**src/rtl/mem_arbiter_if.sv**
```systemverilog
// Bus bundle between the fetch/data requesters, the shared memory port and mem_arbiter.
// The slave modport is the arbiter's view; the master modport is the environment's view.
interface mem_arbiter_if;
  logic        inst_req;
  logic [31:0] inst_addr;
  logic [31:0] inst_rdata;
  logic        inst_mem_ack;
  logic        data_req;
  logic        data_we;
  logic [31:0] data_addr;
  logic [31:0] data_wdata;
  logic [3:0]  data_byte_en;
  logic [31:0] data_rdata;
  logic        data_mem_ack;
  logic        mem_req;
  logic        mem_we;
  logic [31:0] mem_addr;
  logic [31:0] mem_wdata;
  logic [3:0]  mem_byte_en;
  logic [31:0] mem_rdata;
  logic        mem_ready;
  logic        busy;
  logic        bus_err;

  modport slave (
    input  inst_req, inst_addr, data_req, data_we, data_addr, data_wdata, data_byte_en,
           mem_rdata, mem_ready,
    output inst_rdata, inst_mem_ack, data_rdata, data_mem_ack,
           mem_req, mem_we, mem_addr, mem_wdata, mem_byte_en, busy, bus_err
  );

  modport master (
    output inst_req, inst_addr, data_req, data_we, data_addr, data_wdata, data_byte_en,
           mem_rdata, mem_ready,
    input  inst_rdata, inst_mem_ack, data_rdata, data_mem_ack,
           mem_req, mem_we, mem_addr, mem_wdata, mem_byte_en, busy, bus_err
  );
endinterface

```
**src/rtl/mem_arbiter.sv**
```systemverilog
// Shares one memory port between fetch and data requesters; data has priority with a fetch starvation guard.
// Optional BUSY watchdog with sticky bus_err is enabled by defining MEM_ARB_TIMEOUT_EN.
module mem_arbiter #(
  parameter int unsigned STARVE_MAX     = 4,
  parameter int unsigned TIMEOUT_CYCLES = 255
) (
  input  logic          clk,
  input  logic          reset,
  mem_arbiter_if.slave  bus
);

  localparam int unsigned CW = ($clog2(STARVE_MAX + 1) > 3) ? $clog2(STARVE_MAX + 1) : 3;
  localparam logic [CW-1:0] STARVE_LIM = CW'(STARVE_MAX);

  typedef enum logic [1:0] {IDLE, BUSY, ACK} state_t;

  state_t        state, state_nx;
  logic          grant_data;
  logic          r_we;
  logic [31:0]   r_addr;
  logic [31:0]   r_wdata;
  logic [3:0]    r_be;
  logic [31:0]   inst_rdata_q;
  logic [31:0]   data_rdata_q;
  logic [CW-1:0] starve_cnt;
  logic          data_win;
  logic          inst_win;
  logic          tmo_hit;
  logic          busy_done;
  logic [31:0]   cap_data;

  always_comb begin
    state_nx          = state;
    data_win          = bus.data_req && !(bus.inst_req && (starve_cnt == STARVE_LIM));
    inst_win          = bus.inst_req && !data_win;
    busy_done         = bus.mem_ready || tmo_hit;
    cap_data          = bus.mem_ready ? bus.mem_rdata : 32'hDEAD_BEEF;
    bus.mem_req       = 1'b0;
    bus.mem_we        = 1'b0;
    bus.inst_mem_ack  = 1'b0;
    bus.data_mem_ack  = 1'b0;
    bus.busy          = (state != IDLE);
    unique case (state)
      IDLE: if (data_win || inst_win) state_nx = BUSY;
      BUSY: begin
        bus.mem_req = 1'b1;
        bus.mem_we  = r_we;
        if (busy_done) state_nx = ACK;
      end
      ACK: begin
        bus.inst_mem_ack = !grant_data;
        bus.data_mem_ack = grant_data;
        state_nx         = IDLE;
      end
      default: state_nx = IDLE;
    endcase
  end

  assign bus.mem_addr    = r_addr;
  assign bus.mem_wdata   = r_wdata;
  assign bus.mem_byte_en = r_be;
  assign bus.inst_rdata  = inst_rdata_q;
  assign bus.data_rdata  = data_rdata_q;

  always_ff @(posedge clk or negedge reset) begin
    if (!reset) begin
      state        <= IDLE;
      grant_data   <= 1'b0;
      r_we         <= 1'b0;
      r_addr       <= '0;
      r_wdata      <= '0;
      r_be         <= '0;
      inst_rdata_q <= '0;
      data_rdata_q <= '0;
      starve_cnt   <= '0;
    end else begin
      state <= state_nx;
      if (state == IDLE) begin
        if (data_win) begin
          grant_data <= 1'b1;
          r_we       <= bus.data_we;
          r_addr     <= bus.data_addr;
          r_wdata    <= bus.data_wdata;
          r_be       <= bus.data_byte_en;
          if (!bus.inst_req) starve_cnt <= '0;
          else if (starve_cnt != STARVE_LIM) starve_cnt <= starve_cnt + 1'b1;
        end else if (inst_win) begin
          grant_data <= 1'b0;
          r_we       <= 1'b0;
          r_addr     <= bus.inst_addr;
          r_wdata    <= '0;
          r_be       <= '1;
          starve_cnt <= '0;
        end
      end
      // A completed write leaves data_rdata alone; an abandoned access always reports the poison word.
      if (state == BUSY && busy_done) begin
        if (!grant_data) inst_rdata_q <= cap_data;
        else if (!r_we || !bus.mem_ready) data_rdata_q <= cap_data;
      end
    end
  end

`ifdef MEM_ARB_TIMEOUT_EN
  localparam int unsigned TW = ($clog2(TIMEOUT_CYCLES + 1) > 8) ? $clog2(TIMEOUT_CYCLES + 1) : 8;
  localparam logic [TW-1:0] TMO_LAST = TW'(TIMEOUT_CYCLES - 1);

  logic [TW-1:0] tmo_cnt;
  logic          bus_err_q;

  assign tmo_hit     = (state == BUSY) && !bus.mem_ready && (tmo_cnt == TMO_LAST);
  assign bus.bus_err = bus_err_q;

  always_ff @(posedge clk or negedge reset) begin
    if (!reset) begin
      tmo_cnt   <= '0;
      bus_err_q <= 1'b0;
    end else begin
      tmo_cnt <= (state == BUSY) ? tmo_cnt + 1'b1 : '0;
      if (tmo_hit) bus_err_q <= 1'b1;
    end
  end
`else
  assign tmo_hit     = 1'b0;
  assign bus.bus_err = 1'b0;
`endif

endmodule

```
**src/flat_wrapper.sv**
```systemverilog
// flat-port wrapper written by rule: the top's interface ports become plain ports
module mem_arbiter_flat 
#(
  parameter int unsigned STARVE_MAX     = 4,
  parameter int unsigned TIMEOUT_CYCLES = 255
)
  (clk, reset, bus_inst_req, bus_inst_addr, bus_data_req, bus_data_we, bus_data_addr, bus_data_wdata, bus_data_byte_en, bus_mem_rdata, bus_mem_ready, bus_inst_rdata, bus_inst_mem_ack, bus_data_rdata, bus_data_mem_ack, bus_mem_req, bus_mem_we, bus_mem_addr, bus_mem_wdata, bus_mem_byte_en, bus_busy, bus_bus_err);
  mem_arbiter_if bus_i ();
  input  logic clk;
  input  logic reset;
  input wire logic [$bits(bus_i.inst_req)-1:0] bus_inst_req;
  input wire logic [$bits(bus_i.inst_addr)-1:0] bus_inst_addr;
  input wire logic [$bits(bus_i.data_req)-1:0] bus_data_req;
  input wire logic [$bits(bus_i.data_we)-1:0] bus_data_we;
  input wire logic [$bits(bus_i.data_addr)-1:0] bus_data_addr;
  input wire logic [$bits(bus_i.data_wdata)-1:0] bus_data_wdata;
  input wire logic [$bits(bus_i.data_byte_en)-1:0] bus_data_byte_en;
  input wire logic [$bits(bus_i.mem_rdata)-1:0] bus_mem_rdata;
  input wire logic [$bits(bus_i.mem_ready)-1:0] bus_mem_ready;
  output wire logic [$bits(bus_i.inst_rdata)-1:0] bus_inst_rdata;
  output wire logic [$bits(bus_i.inst_mem_ack)-1:0] bus_inst_mem_ack;
  output wire logic [$bits(bus_i.data_rdata)-1:0] bus_data_rdata;
  output wire logic [$bits(bus_i.data_mem_ack)-1:0] bus_data_mem_ack;
  output wire logic [$bits(bus_i.mem_req)-1:0] bus_mem_req;
  output wire logic [$bits(bus_i.mem_we)-1:0] bus_mem_we;
  output wire logic [$bits(bus_i.mem_addr)-1:0] bus_mem_addr;
  output wire logic [$bits(bus_i.mem_wdata)-1:0] bus_mem_wdata;
  output wire logic [$bits(bus_i.mem_byte_en)-1:0] bus_mem_byte_en;
  output wire logic [$bits(bus_i.busy)-1:0] bus_busy;
  output wire logic [$bits(bus_i.bus_err)-1:0] bus_bus_err;
  assign bus_i.inst_req = bus_inst_req;
  assign bus_i.inst_addr = bus_inst_addr;
  assign bus_i.data_req = bus_data_req;
  assign bus_i.data_we = bus_data_we;
  assign bus_i.data_addr = bus_data_addr;
  assign bus_i.data_wdata = bus_data_wdata;
  assign bus_i.data_byte_en = bus_data_byte_en;
  assign bus_i.mem_rdata = bus_mem_rdata;
  assign bus_i.mem_ready = bus_mem_ready;
  assign bus_inst_rdata = bus_i.inst_rdata;
  assign bus_inst_mem_ack = bus_i.inst_mem_ack;
  assign bus_data_rdata = bus_i.data_rdata;
  assign bus_data_mem_ack = bus_i.data_mem_ack;
  assign bus_mem_req = bus_i.mem_req;
  assign bus_mem_we = bus_i.mem_we;
  assign bus_mem_addr = bus_i.mem_addr;
  assign bus_mem_wdata = bus_i.mem_wdata;
  assign bus_mem_byte_en = bus_i.mem_byte_en;
  assign bus_busy = bus_i.busy;
  assign bus_bus_err = bus_i.bus_err;
  mem_arbiter #(.STARVE_MAX(STARVE_MAX), .TIMEOUT_CYCLES(TIMEOUT_CYCLES)) u_core (.clk(clk), .reset(reset), .bus(bus_i));
endmodule
```
**config.mk**
```make
export PLATFORM = sky130hd
export DESIGN_NAME = mem_arbiter_flat
export DESIGN_NICKNAME = d
export VERILOG_FILES = /design/src/rtl/mem_arbiter_if.sv /design/src/rtl/mem_arbiter.sv /design/src/flat_wrapper.sv
export SDC_FILE = /design/constraint.sdc
export NUM_CORES = 1
export LEC_CHECK = 0
export BUFFER_PORTS_ARGS = -buffer_cell sky130_fd_sc_hd__buf_2
export CAP_MARGIN = 10
export CORE_MARGIN = 4
export CORE_UTILIZATION = 50
export CTS_CLUSTER_SIZE = 10
export DETAILED_ROUTE_END_ITERATION = 6
export PLACE_DENSITY_LB_ADDON = 0.2
export SLEW_MARGIN = 15
export SYNTH_ARGS = -nofsm -noshare
export SYNTH_HDL_FRONTEND = slang
export SYNTH_SLANG_ARGS = --single-unit
```
**constraint.sdc**
```tcl
create_clock -name clk -period 2.5 [get_ports clk]
set_clock_uncertainty 0.05 [all_clocks]
set_input_delay 0.5 -clock clk [delete_from_list [all_inputs] [get_ports clk]]
set_output_delay 0.5 -clock clk [all_outputs]
set_load 0.005 [all_outputs]
```
==> After elaboration in Yosys (flattened, before gate mapping) <==
Cells that the tools add are included.
{ "totals": {"reg_bits": 139, "input_bits": 138, "wordCells": 58} }
{ "classes": {"add_sub_neg": 1, "n_reduce_logical": 19, "eq_ne": 7, "mux": 21, "bitwise": 1} }
{ "op_table": {"columns": ["operator", "n"], "rows": [
  ["32-bit two-way mux", 5],
  ["3-bit two-way mux", 4],
  ["4-bit two-way mux", 2],
  ["1-bit two-way mux", 7],
  ["3-bit inequality test (second input constant)", 2],
  ["2-bit AND reduction", 3],
  ["3-bit AND reduction", 2],
  ["1-bit logical NOT", 5],
  ["1-bit logical AND", 4],
  ["2-bit two-way mux", 2],
  ["2-bit one-hot mux with 2 select lines", 1],
  ["2-bit nonzero test", 2],
  ["3-bit by 1-bit adder with 3-bit output (second input constant)", 1],
  ["3-bit equality test (second input constant)", 1],
  ["2-bit by 1-bit equality test with 1-bit output (second input constant)", 1],
  ["2-bit equality test (second input constant)", 1],
  ["2-bit logical NOT", 1],
  ["1-bit logical OR", 2],
  ["2-bit by 1-bit inequality test with 1-bit output (second input constant)", 1],
  ["2-bit inequality test (second input constant)", 1],
  ["1-bit inverter", 1]
]} }

==> Longest topological paths before layout <==
{ "depth": {"ltp_word": 9, "ltp_mapped": 7, "depth_no_buf": 5} }

==> Least setup slack after synthesis <==
Ideal clock, no wire load.
{ "synth_path": {"path_kind": "in2reg", "from": "input bus_mem_ready", "to": "register u_core.data_rdata_q[11] (netlist: u_core.bus.data_rdata[11])", "path_buffers": 1, "arrival_time_ns": 1.493, "t_required_ns": 2.325, "cell_stages": 4, "setup_ns": 0.125, "path_slack_ns": 0.832, "path_cell_list": "nand3b_1 nor3b_4 buf_6 mux2_2"} }
{ "synth_via": {"elab_chain_cells": 3, "elab_cells_between_ends": 5} }
{ "synth_rtl": {"columns": ["item", "line_no", "text"], "rows": [
  ["start, declared", "flat_wrapper.sv:19", "input wire logic [$bits(bus_i.mem_ready)-1:0] bus_mem_ready;"],
  ["1-bit logical NOT", "mem_arbiter.sv:99", "else if (!r_we || !bus.mem_ready) data_rdata_q <= cap_data;"],
  ["1-bit logical OR", "mem_arbiter.sv:99", null],
  ["3-bit AND reduction (no source line)", null, null],
  ["end signal, assigned", "mem_arbiter.sv:99", null],
  ["end, declared", "mem_arbiter.sv:24", "logic [31:0] data_rdata_q;"]
]} }
Several ways; a longest one is shown, not always the timed one.
A chain may end at the register's enable or synchronous reset.

==> Worst setup path in the final report <==
{ "layout_path": {"from": "register u_core.state[1]", "to": "output bus_busy"} }
{ "layout_via": {"elab_chain_cells": 1} }
{ "layout_rtl": {"columns": ["item", "line_no", "text"], "rows": [
  ["start, declared", "mem_arbiter.sv:17", "state_t state, state_nx;"],
  ["start signal, assigned", "mem_arbiter.sv:77", "state <= state_nx;"],
  ["2-bit nonzero test", "mem_arbiter.sv:42", "bus.busy = (state != IDLE);"],
  ["end, declared", "flat_wrapper.sv:29", "output wire logic [$bits(bus_i.busy)-1:0] bus_busy;"]
]} }
Every way passes these cells.

==> impl_results.md <==
- Status: finished, final reports clean
- P_int: 6.69 mW
- Final-stage net count: 851
- Non-Filler Instances: 864
- Largest net degree at the start of global routing: 50
- XOR/XNOR Fraction of Synth Area: 0.00153
- Vias per inst: 5.59
- Synth top area share: 0.609
- Clock power share: 0.247
- Final setup vio count: 0
- Top Family by Delay on Critical Path: flip-flops
- Final Cell Area: 7800 sq um
- Num ports: between 200 and 300
- Syn Area/Cell: 12.9 sq um
- WHS Endpoint: u_core.state[0]
- First-pass GRT wire length: approximately 26000 um
- Logic pwr share: 0.357
- Buf+Inv Stages, Crit Path: 2
- Synth area leaders: dfrtp_1 61%, mux2_2 11%, a22o_1 5.1%, o211ai_1 4.2%, nand4_1 3.5%
- Htree depth: 4
- Hold Worst Slack: 256 ps
- Drt first pass iters: 4
- Synth Area in Simple Gates: 0.0833
- Antenna Cells: 0
- Fin crit share: 0.778
- Hold Startpoint: bus_mem_ready
- Clk Latency, worst-skew pair: 420 ps
- DIE AREA: between 10000 and 15000 sq um
- GRT Overall Usage: 0.247
- Endpoints failing hold: 0
- Post-Syn Nets: 581
- Setup slack, reg-to-reg: 590 ps
- Pwr/cell area: 1270 nW/um^2
- DP Cell Count: 831
- Yosys reg bits: between 100 and 150
- Hpwl dp: 11700 um
- Max-slew violations: 0
- Row count: 38
- Share of cells above drive strength 1: 0.535
- Mux share of post-synthesis cell area: 0.126
- Post-detailed-route count of antenna-violating nets: 0
- Post-Place Worst Slack: 522 ps
- Root Driver: clkbuf_16
- Net Switching: roughly 3.2 mW
- Clk buf depth: 2
- Distinct cell type count after synthesis: 34
- WL/cell: ~19 um
- Area leader, netlist: dfrtp_1
- Worst hold path type: primary input to flop
- R2R depth: 4
- Post-route DRC violation count: 0
- Pwr Total: 9.93 mW
- Total gr overflow: 0
- Fill cell count: 816
- Max cap viols: 0
- CTS tree: yes
- Post-CTS Resized: 0
- Synth warn: 0
- WP data arrival: between 1000 and 1500 ps
- EDFF count, synth: 0
- Area Growth Syn to Fin: 36.5%
- Synth Area in Adders: 0.00438
- CTS Sinks: between 100 and 150
- Worst Path Required: slightly below 2000 ps
- Initial Util: 0.518
- Register area share after synthesis: 0.609
- Buffers on Ports: 274
- R2r startpoint: u_core.state[1]
- Post-Synthesis Cells: 441
- Worst setup SP type: flop
- Via count: 4832
- Chip height: 115 um
- Worst-path clk slew: 60 ps
- Core ar.: between 10000 and 15000 sq um
- Final RePlAce weighted congestion: 0.794
- Critical path's largest stage delay: 430 ps
- Crit-path max FO: 9
- Static leakage: 3.84 nW
- Ys async rst share: 1.00
- 1st-iter DRT viols: approximately 300
- Crit end category: primary output
- CTS Buf Count: 17
- Setup_tns: 0 ps
- Area taken by multi-input logic gates: 2010 sq um
- Post-layout min period: 1950 ps
- Achievable Freq: 0.514 GHz
- Fin worst setup slack: between 500 and 600 ps
- Initial antenna violation count: 1
- Register area: around 3500 sq um
- Die X: ~110 um
- Maximum vdd drop: 0.000766 V
- Largest family of logic cells by synthesized area: compound AO/OA/AOI/OAI gates
- Post-layout util: 0.707
- Hold path cells: 2
- Placed cell areas: 7210 sq um
- Kind of critical path: flop to primary output
- Mapped Area: 5710 sq um
- Detailed Route WL: 16300 um
- RSZ-0062 raised after global routing: no
- Top FF cell, synth: dfrtp_1
- R2r endpoint: u_core.bus.data_rdata[1]
- Sw Share: 0.326
- Crit-path cells: nor2_4, inv_1, buf_2
- Max stage delay cell, worst path: dfrtp_1
- Number of global-route vias before repair: about 4800
- Post-synthesis compound-gate area fraction: 0.135
- Seq pwr share: 0.396
[state kept, by name (all words and copies together) (netlist names)]
register / cells
u_core.starve_cnt: 3
u_core.state: 2
u_core.bus.mem_addr: 32
u_core.bus.data_rdata: 32
u_core.bus.inst_rdata: 32
u_core.grant_data: 1
u_core.bus.mem_byte_en: 4
u_core.bus.mem_wdata: 32
u_core.r_we: 1
[final cells by class]
class	instances	area share
inverters	5	0.00241
multi-input cells	255	0.258
clock buffers	21	0.0591
well taps	140	0.0225
repair buffers	293	0.197
clock inverters	11	0.0152
flip-flops and latches	139	0.446
[logic make-up after synthesis]
group / Yosys count
compound gates: 107
xor+xnor: 1
fa+ha+maj: 2
buf+inv: 47
flops: 139
mux: 64
other cells: 1
simple gates: 80
[worst max path at each step]
stage	start	endpoint	slack [ps]	depth (start not counted)
4_1_cts	u_core.state[1]	bus_busy	550	3
6_report	u_core.state[1]	bus_busy	550	3
3_5_place_dp	bus_mem_ready	u_core.bus.data_rdata[17]	520	5
5_1_grt	u_core.state[1]	u_core.bus.mem_wdata[29]	460	5
2_1_floorplan	bus_mem_ready	u_core.bus.data_rdata[11]	830	4
3_3_place_gp	bus_mem_ready	u_core.bus.data_rdata[0]	570	5
[cell usage after synthesis, types with 3 or more instances]
| cell | n |
|---|---|
| inv_1 | 5 |
| buf_2 | 11 |
| a22o_1 | 33 |
| o211ai_1 | 32 |
| o21ai_0 | 33 |
| clkbuf_1 | 22 |
| o22a_1 | 4 |
| mux2_2 | 58 |
| nand3_1 | 33 |
| mux2_1 | 6 |
| dfrtp_1 | 139 |
| buf_4 | 4 |
| buf_6 | 3 |
| nand4_1 | 32 |
[cell usage in the layout, fill, tap and decap left out, types with 2 or more instances in the layout]
cell type and count:
mux2_2 58, clkinv_2 4, clkbuf_8 2, o21ai_0 33
mux2_1 6, and2_1 2, ha_1 2, bufinv_16 2
dfrtp_1 139, nand4_1 32, nand3_1 33, a32o_1 2
buf_4 17, clkbuf_1 2, clkbuf_16 17, a22o_1 33
buf_2 273, nor2_1 2, o211ai_1 32, inv_1 5
clkinvlp_4 4, o22a_1 4
[power groups by stage]
stage               Combinational (mW)  Clock (mW)  Sequential (mW)
global route                      3.90        2.60             4.06
finish                            3.55        2.45             3.93
CTS                               3.60        2.49             3.93
floorplan                         1.82           0             3.97
detailed placement                3.59           0             3.95
global placement                  3.46           0             3.91
[what timing repair did]
action,4_1_cts,5_1_grt
hold buffers,1,0
setup buffers,0,0
hold endpoints to repair,35,0
[per-layer routing]
layer	track usage	wire length, um
met5	0	12
met1	0.307	6370
met3	0.0753	1340
met2	0.414	8290
met4	0.0837	321
Power figures use the tool's default switching activity.
